[config.mk]
export PLATFORM = sky130hd
export DESIGN_NAME = effect_channel_mux
export DESIGN_NICKNAME = d
export VERILOG_FILES = /design/src/rtl/effects_pkg.sv /design/src/rtl/sample_format.sv /design/src/rtl/effect_channel_mux.sv
export SDC_FILE = /design/constraint.sdc
export NUM_CORES = 1
export LEC_CHECK = 0
export BUFFER_PORTS_ARGS = -buffer_cell sky130_fd_sc_hd__buf_2
export CORE_MARGIN = 1
export CORE_UTILIZATION = 38
export CTS_CLUSTER_DIAMETER = 100
export DETAILED_ROUTE_END_ITERATION = 6
export GPL_ROUTABILITY_DRIVEN = 0
export PLACE_DENSITY = 0.57
export SYNTH_ARGS = -nofsm -noshare
export SYNTH_HDL_FRONTEND = slang
export SYNTH_HIERARCHICAL = 1
export SYNTH_SLANG_ARGS = --single-unit
export TNS_END_PERCENT = 100
[constraint.sdc]
create_clock -name clk -period 2.22 [get_ports clk]
set_input_delay 0 -clock clk [delete_from_list [all_inputs] [get_ports clk]]
set_output_delay 0 -clock clk [all_outputs]
set_load 0.02 [all_outputs]
[src/rtl/effects_pkg.sv]
// Shared definitions for the effect-channel controllers: FSM encoding,
// default sample widths and width helpers.
package effects_pkg;

    typedef enum logic [1:0] {
        ST_IDLE = 2'd0,
        ST_SEND = 2'd1,
        ST_WAIT = 2'd2,
        ST_DONE = 2'd3
    } state_t;

    localparam int DEF_CHANNELS    = 2;
    localparam int DEF_D_WIDTH     = 24;
    localparam int DEF_MEM_D_WIDTH = 16;
    localparam int DEF_TIMEOUT     = 1024;

    // Timer must be able to count 0..timeout inclusive.
    function automatic int timer_width(input int timeout);
        return $clog2(timeout + 1);
    endfunction

    function automatic int pad_width(input int d_width, input int mem_d_width);
        return d_width - mem_d_width;
    endfunction

endpackage

[src/rtl/sample_format.sv]
// Combinational sample width conversion between the I2S word (D_WIDTH)
// and the effect/memory word (MEM_D_WIDTH).
module sample_format
    import effects_pkg::*;
#(
    parameter int D_WIDTH     = DEF_D_WIDTH,
    parameter int MEM_D_WIDTH = DEF_MEM_D_WIDTH
) (
    input  logic [D_WIDTH-1:0]     i_wide,
    output logic [MEM_D_WIDTH-1:0] o_narrow,
    input  logic [MEM_D_WIDTH-1:0] i_narrow,
    output logic [D_WIDTH-1:0]     o_wide
);

    localparam int PAD = pad_width(D_WIDTH, MEM_D_WIDTH);

    assign o_narrow = i_wide[D_WIDTH-1 -: MEM_D_WIDTH];

    generate
        if (PAD > 0) begin : g_pad
            assign o_wide = {i_narrow, {PAD{1'b0}}};
        end else begin : g_nopad
            assign o_wide = i_narrow;
        end
    endgenerate

endmodule

[src/rtl/effect_channel_mux.sv]
// Routes each channel of a captured audio frame through the shared effect
// pipeline one at a time and returns the reassembled frame.
module effect_channel_mux
    import effects_pkg::*;
#(
    parameter int CHANNELS    = DEF_CHANNELS,
    parameter int D_WIDTH     = DEF_D_WIDTH,
    parameter int MEM_D_WIDTH = DEF_MEM_D_WIDTH,
    parameter int TIMEOUT     = DEF_TIMEOUT
) (
    input  logic                         clk,
    input  logic                         reset,
    input  logic                         i_frame_valid,
    input  logic [CHANNELS*D_WIDTH-1:0]  i_frame,
    input  logic [CHANNELS-1:0]          i_bypass,
    input  logic                         i_clear,
    output logic [MEM_D_WIDTH-1:0]       o_eff_data,
    output logic                         o_eff_valid,
    input  logic                         i_eff_ready,
    input  logic [MEM_D_WIDTH-1:0]       i_eff_data,
    input  logic                         i_eff_valid,
    output logic [CHANNELS*D_WIDTH-1:0]  o_frame,
    output logic                         o_frame_valid,
    output logic                         o_busy,
    output logic                         o_overrun,
    output logic                         o_timeout
);

    localparam int TW = timer_width(TIMEOUT);
    localparam int CW = (CHANNELS > 1) ? $clog2(CHANNELS) : 1;

    state_t                             r_state, w_state_nxt;
    logic [CW-1:0]                      r_ch;
    logic [TW-1:0]                      r_timer;
    logic [CHANNELS-1:0][D_WIDTH-1:0]   r_in, r_res, r_out, w_res_nxt;
    logic [CHANNELS-1:0]                r_bypass;
    logic                               r_frame_valid, r_overrun, r_timeout;

    logic [D_WIDTH-1:0]     w_cur_in, w_resp_wide, w_ch_result;
    logic [MEM_D_WIDTH-1:0] w_cur_narrow;
    logic w_byp_cur, w_last, w_hs, w_resp, w_tmo, w_adv, w_ovr;

    sample_format #(.D_WIDTH(D_WIDTH), .MEM_D_WIDTH(MEM_D_WIDTH)) u_fmt (
        .i_wide   (w_cur_in),
        .o_narrow (w_cur_narrow),
        .i_narrow (i_eff_data),
        .o_wide   (w_resp_wide)
    );

    assign w_cur_in  = r_in[r_ch];
    assign w_byp_cur = r_bypass[r_ch];
    assign w_last    = (r_ch == CW'(CHANNELS - 1));
    assign w_hs      = (r_state == ST_SEND) && !w_byp_cur && i_eff_ready;
    // A response in the final timer cycle takes priority over the timeout.
    assign w_resp    = (r_state == ST_WAIT) && i_eff_valid;
    assign w_tmo     = (r_state == ST_WAIT) && !i_eff_valid && (r_timer == TW'(TIMEOUT - 1));
    assign w_adv     = ((r_state == ST_SEND) && w_byp_cur) || w_resp || w_tmo;
    assign w_ch_result = w_resp ? w_resp_wide : w_cur_in;
    assign w_ovr     = i_frame_valid && (r_state != ST_IDLE);

    always_comb begin
        w_res_nxt = r_res;
        if (w_adv) w_res_nxt[r_ch] = w_ch_result;
    end

    always_ff @(posedge clk) begin
        if (reset) r_state <= ST_IDLE;
        else       r_state <= w_state_nxt;
    end

    always_comb begin
        w_state_nxt = r_state;
        case (r_state)
            ST_IDLE: if (i_frame_valid) w_state_nxt = ST_SEND;
            ST_SEND: begin
                if (w_adv)     w_state_nxt = w_last ? ST_DONE : ST_SEND;
                else if (w_hs) w_state_nxt = ST_WAIT;
            end
            ST_WAIT: if (w_adv) w_state_nxt = w_last ? ST_DONE : ST_SEND;
            ST_DONE: w_state_nxt = ST_IDLE;
            default: w_state_nxt = ST_IDLE;
        endcase
    end

    always_comb begin
        o_eff_valid = (r_state == ST_SEND) && !w_byp_cur;
        o_eff_data  = o_eff_valid ? w_cur_narrow : '0;
        o_busy      = (r_state != ST_IDLE);
    end

    // o_frame is loaded with the final channel merged in, so it and its strobe
    // become visible together in the DONE cycle.
    always_ff @(posedge clk) begin
        if (reset) begin
            r_ch          <= '0;
            r_timer       <= '0;
            r_in          <= '0;
            r_res         <= '0;
            r_out         <= '0;
            r_bypass      <= '0;
            r_frame_valid <= 1'b0;
            r_overrun     <= 1'b0;
            r_timeout     <= 1'b0;
        end else begin
            r_frame_valid <= 1'b0;
            if ((r_state == ST_IDLE) && i_frame_valid) begin
                r_in     <= i_frame;
                r_bypass <= i_bypass;
                r_ch     <= '0;
            end
            if (w_hs)                     r_timer <= '0;
            else if (r_state == ST_WAIT)  r_timer <= r_timer + 1'b1;
            if (w_adv) begin
                r_res <= w_res_nxt;
                if (w_last) begin
                    r_out         <= w_res_nxt;
                    r_frame_valid <= 1'b1;
                end else begin
                    r_ch <= r_ch + 1'b1;
                end
            end
            if (w_ovr)        r_overrun <= 1'b1;
            else if (i_clear) r_overrun <= 1'b0;
            if (w_tmo)        r_timeout <= 1'b1;
            else if (i_clear) r_timeout <= 1'b0;
        end
    end

    assign o_frame       = r_out;
    assign o_frame_valid = r_frame_valid;
    assign o_overrun     = r_overrun;
    assign o_timeout     = r_timeout;

endmodule

### After elaboration in Yosys (flattened, before gate mapping)

Cells that the tools add are included.
Widths: inputs -> output; s select.

* flip-flop bits (word level): 163
* input bits: 72

* $add $sub $neg: 2
* magnitude comparators: 2
* equality and inequality tests: 7
* multiplexer cells: 22
* bitwise gates (word level): 1
* reductions and logical operators: 21

Operator list (count)
* $mux 24: 4
* $bwmux 48: 1
* $demux 24 s1: 1
* $mux 16: 1
* $add 11x1->11 const B: 1
* $eq 11x10->1 const B: 1
* $mux 2: 5
* $logic_and 1x1->1: 9
* $mux 1: 9
* $pmux 2 s4: 1
* $reduce_bool 2->1: 3
* $eq 2x2->1 const B: 2
* $ne 2x2->1 const B: 2
* $reduce_or 2->1: 2
* $ne 3x3->1 const B: 1
* $reduce_and 3->1: 1
* $eq 2x1->1 const B: 1
* $logic_not 1->1: 2
* $logic_not 2->1: 1
* $logic_or 1x1->1: 2
* $lt 1x2->1 const B: 1
* $reduce_and 2->1: 1
* $add 1x1->1 const B: 1
* $ge 1x1->1 const B: 1
* $not 1->1: 1

### Longest topological paths before layout

* depth after elaboration: 8
* mapped depth: 7
* gate-level depth less buffers: 5

### By module

Netlist, hierarchy kept.

Modules (own cells, without submodules)
* effect_channel_mux: instances 1, cells an instance 679, area an instance 6150.9 µm²
* sample_format: instances 1, cells an instance 41, area an instance 304.0 µm²

### Worst setup path before layout

OpenSTA, ideal clock, no wires.

* kind: register to output
* start point: register r_ch
* end point: output o_eff_data[10]
* arrival time: 1.682 ns
* required time: 2.220 ns
* setup slack: 0.538 ns
* stages on the path, launching flop included: 7
* cells stage by stage: dfxtp_1 -> buf_2 -> mux2i_2 -> and3b_1 -> buf_2 -> clkbuf_1 -> and2_1

* word-level cells in the longest chain between the ends: 5
* elaborated cells between the ends (all ways): 7
* classes of those cells: 5 x mux; 2 x reduce/logical

Ends and longest elaborated chain
* start: declaration: line effect_channel_mux.sv:33 `logic [CW-1:0] r_ch;`
* start signal: assignment: line effect_channel_mux.sv:119 `r_ch <= r_ch + 1'b1;`
* $mux 1 (implied by the code) (2 in a row): line effect_channel_mux.sv:51 `assign w_byp_cur = r_bypass[r_ch];`
* $logic_not 1->1: line effect_channel_mux.sv:86 `o_eff_valid = (r_state == ST_SEND) && !w_byp_cur;`
* $logic_and 1x1->1: line effect_channel_mux.sv:86
* via o_eff_valid: line effect_channel_mux.sv:18 `output logic o_eff_valid,`
* $mux 16: line effect_channel_mux.sv:87 `o_eff_data = o_eff_valid ? w_cur_narrow : '0;`
* end: declaration: line effect_channel_mux.sv:17 `output logic [MEM_D_WIDTH-1:0] o_eff_data,`

The timed path passes the listed nets, and every way through them passes these cells. The select of a mux whose other input is x is not followed.

### Worst setup path after layout

* start point: register r_ch
* end point: output o_eff_data[15]

* word-level cells in the longest chain between the ends: 5
* elaborated cells between the ends (all ways): 7
* classes of those cells: 5 x mux; 2 x reduce/logical

Ends and longest elaborated chain (line)
* $mux 1 (implied by the code) (2 in a row): effect_channel_mux.sv:51
* $logic_not 1->1: effect_channel_mux.sv:86
* $logic_and 1x1->1: effect_channel_mux.sv:86
* $mux 16 *: effect_channel_mux.sv:87

Mark *: on every way between the ends. The rest lies on a longest branch, timed or not. The select of a mux whose other input is x is not followed.

==> results.json <==
{
  "cts.htree.levels": 4,
  "drc": 0,
  "min_period_over_period": 0.886,
  "yosys_register_bits": 139,
  "p_leak_nw": 3.72,
  "rows": 47,
  "mostFrequentLayoutCells": "184 x nand2_1, 140 x buf_2, 139 x dfxtp_1, 69 x mux2i_1",
  "drt-wirelength-per-cell_um": 15.3,
  "wl_met1_um": 8350,
  "crit_fanout": 17,
  "antenna_found_initial": 0,
  "grt_usage": 0.197,
  "report.final.slew_viol_count": 0,
  "drtIter0Drc": 249,
  "status": "complete, no violations",
  "crit_chain": "mux2i_2 > and3b_1 > buf_4 > and2_1 > buf_2",
  "antenna_left": 0,
  "synth_edf_count": 0,
  "insertedDiodeCount": 0,
  "vias": 5212,
  "synthesis.area_um2": 6450,
  "ir_drop_mv": 0.599,
  "final.fill_count": 1630,
  "clkSinkCount": 139,
  "postSynthCellCount": 720,
  "holdWs_ns": 0.0363,
  "ios": 141,
  "clk_path_buf_depth": 2,
  "seq_area_frac_synth": 0.431,
  "max_slew.worst_pin.slew_ns": 0.642,
  "critical-path-top-delay-family": "simple AND/OR/NAND/NOR gates",
  "final_area_um2": 8160,
  "async_flop_share": 0,
  "drive_gt1_frac": 0.263,
  "chipWidth_um": 132,
  "post_cts_buffers": 0,
  "critPathLaunchType": "flip-flop",
  "final_util": 0.492,
  "critical_path_buf_inv_count": 2,
  "cts_buffers": 17,
  "avgSynthCellArea_um2": 8.97,
  "dp_hpwl_um": 11300,
  "slew_headroom": 0.572,
  "crit_slowest_cell": "dfxtp_1",
  "worstSkewPairLatency_ns": 0.43,
  "met2WireLength_um": 7320,
  "cts.reportedPaths.clkPinSlew_ns": 0.06,
  "stdcell_count": 1093,
  "required_ns": 2.22,
  "drt_first_pass_iters": 4,
  "grt_pass1_vias": 5098,
  "skew_ns": 0.00546,
  "die_area_um2": 17500,
  "fin_nets": 933,
  "fin_crit_ns": 1.97,
  "slowest_delay_ns": 0.37,
  "initial_utilization": 0.389,
  "rsz0062_at_grt": "no",
  "preCtsSetupSlack_ns": 0.269,
  "grt_pass1_wl_um": 26900,
  "postPlaceCellArea_um2": 7010,
  "dr_wl_met3_um": 770,
  "die_h_um": 132,
  "fin_ws_ns": 0.252,
  "setup_viol_count_final": 0,
  "grt_start_max_net_pins": 69,
  "placed_cells": 1008,
  "pwr_density_cell_nw_per_um2": 779,
  "fmax_mhz": 508,
  "area_growth_syn_to_layout_pct": 26.4,
  "via_per_inst": 4.77,
  "layout_commonest_cell": "nand2_1",
  "cts_tree": "yes",
  "cts_root_buf": "clkbuf_16",
  "critPathKind": "reg -> out",
  "r2r_slack_ns": 0.25,
  "portBuffers": 140,
  "drv_cap": 0,
  "crit_arrival_ns": 1.97,
  "wirelength_um": 16700,
  "synth_cell_types": 46,
  "hold_viol_final": 0,
  "ys.warnings.count": 6,
  "fin_tns_setup_ns": 0,
  "core-area_um2": 16600,
  "worstHoldPathType": "in -> reg",
  "p_total_mw": 6.36,
  "grt_overflow": 0,
  "routed.top_layer": "met4",
  "cp-end-kind": "primary output",
  "synthFlopType": "dfxtp_1"
}
## worst min-delay path, stage by stage
cell and delay (ns):
buf_2 0.13, nor2_1 0.09, a311o_1 0.12, a31oi_1 0.07
## cell usage after synthesis (all sizes together) (2+ instances only)
cell type  instances  area (um^2)
a2111o            20          225
a21oi             55          290
a31oi              2         12.5
and2              17          106
and3               3         18.8
and3b              2         17.5
and4               2         20.0
buf               65          503
clkbuf            33          126
dfxtp            139         2780
inv                3         11.3
mux2              28          315
mux2i             70          704
nand2            184          691
nand2b            23          144
nand3              2         10.0
nand3b             2         15.0
nand4              3         33.8
nor2              15         56.3
nor4               2         12.5
o2111ai            4         35.0
o21ai             27          161
xnor2              6         52.6
xor2               4         35.0
## sequential cells by signal, summed over array words and instances, names as in the netlist
| name | flops |
|---|---|
| r_in | 48 |
| o_frame_valid | 1 |
| r_timer | 11 |
| r_res | 24 |
| o_timeout | 1 |
| o_overrun | 1 |
| o_frame | 48 |
| r_bypass | 2 |
| r_state | 2 |
| r_ch | 1 |
## layer usage
layer  global-route usage  vias up
met1                0.279     2405
met2                0.288      119
met4               0.0709        0
met5                    0        -
met3               0.0477       19
li1                     -     2669
## report_power, final
group	switching [mW]	internal, mW	total [mW]
Combinational	0.433	0.334	0.767
Sequential	0.0464	2.58	2.63
Clock	1.13	1.83	2.96
## path summary, 6_finish.rpt
kind,from,end,depth (start not counted)
worst min-delay path,i_frame_valid,r_state[0]$_SDFFE_PP0P_,4
worst max register to register,r_timer[0]$_SDFFE_PP0N_,o_frame[31]$_SDFFE_PP0P_,6
worst min register to register,r_in[40]$_SDFFE_PP0P_,r_in[40]$_SDFFE_PP0P_,2
worst max-delay path,r_ch$_SDFF_PP0_,o_eff_data[15],5
## layout make-up
| class | count | area (um^2) | area share |
|---|---|---|---|
| sequential | 139 | 2780 | 0.341 |
| clock buffer | 19 | 453 | 0.0555 |
| clock inverter | 13 | 166 | 0.0204 |
| timing repair buffer | 212 | 1410 | 0.173 |
| inverter | 3 | 11.3 | 0.00138 |
| tap | 220 | 275 | 0.0337 |
| multi-input combinational | 487 | 3060 | 0.375 |
## timing repair
action	CTS	global route
resized for setup	0	0
hold buffers	53	0
hold endpoints to repair	53	0
## logic make-up after synthesis
group	after synthesis	synth area share
compound gates	112	0.118
xor+xnor	10	0.0136
fa+ha+maj	1	0.00194
buf+inv	101	0.0992
flops	139	0.431
mux	98	0.158
other cells	1	0.000581
simple gates	258	0.178
Note: power is estimated with default switching activity, not from simulation.
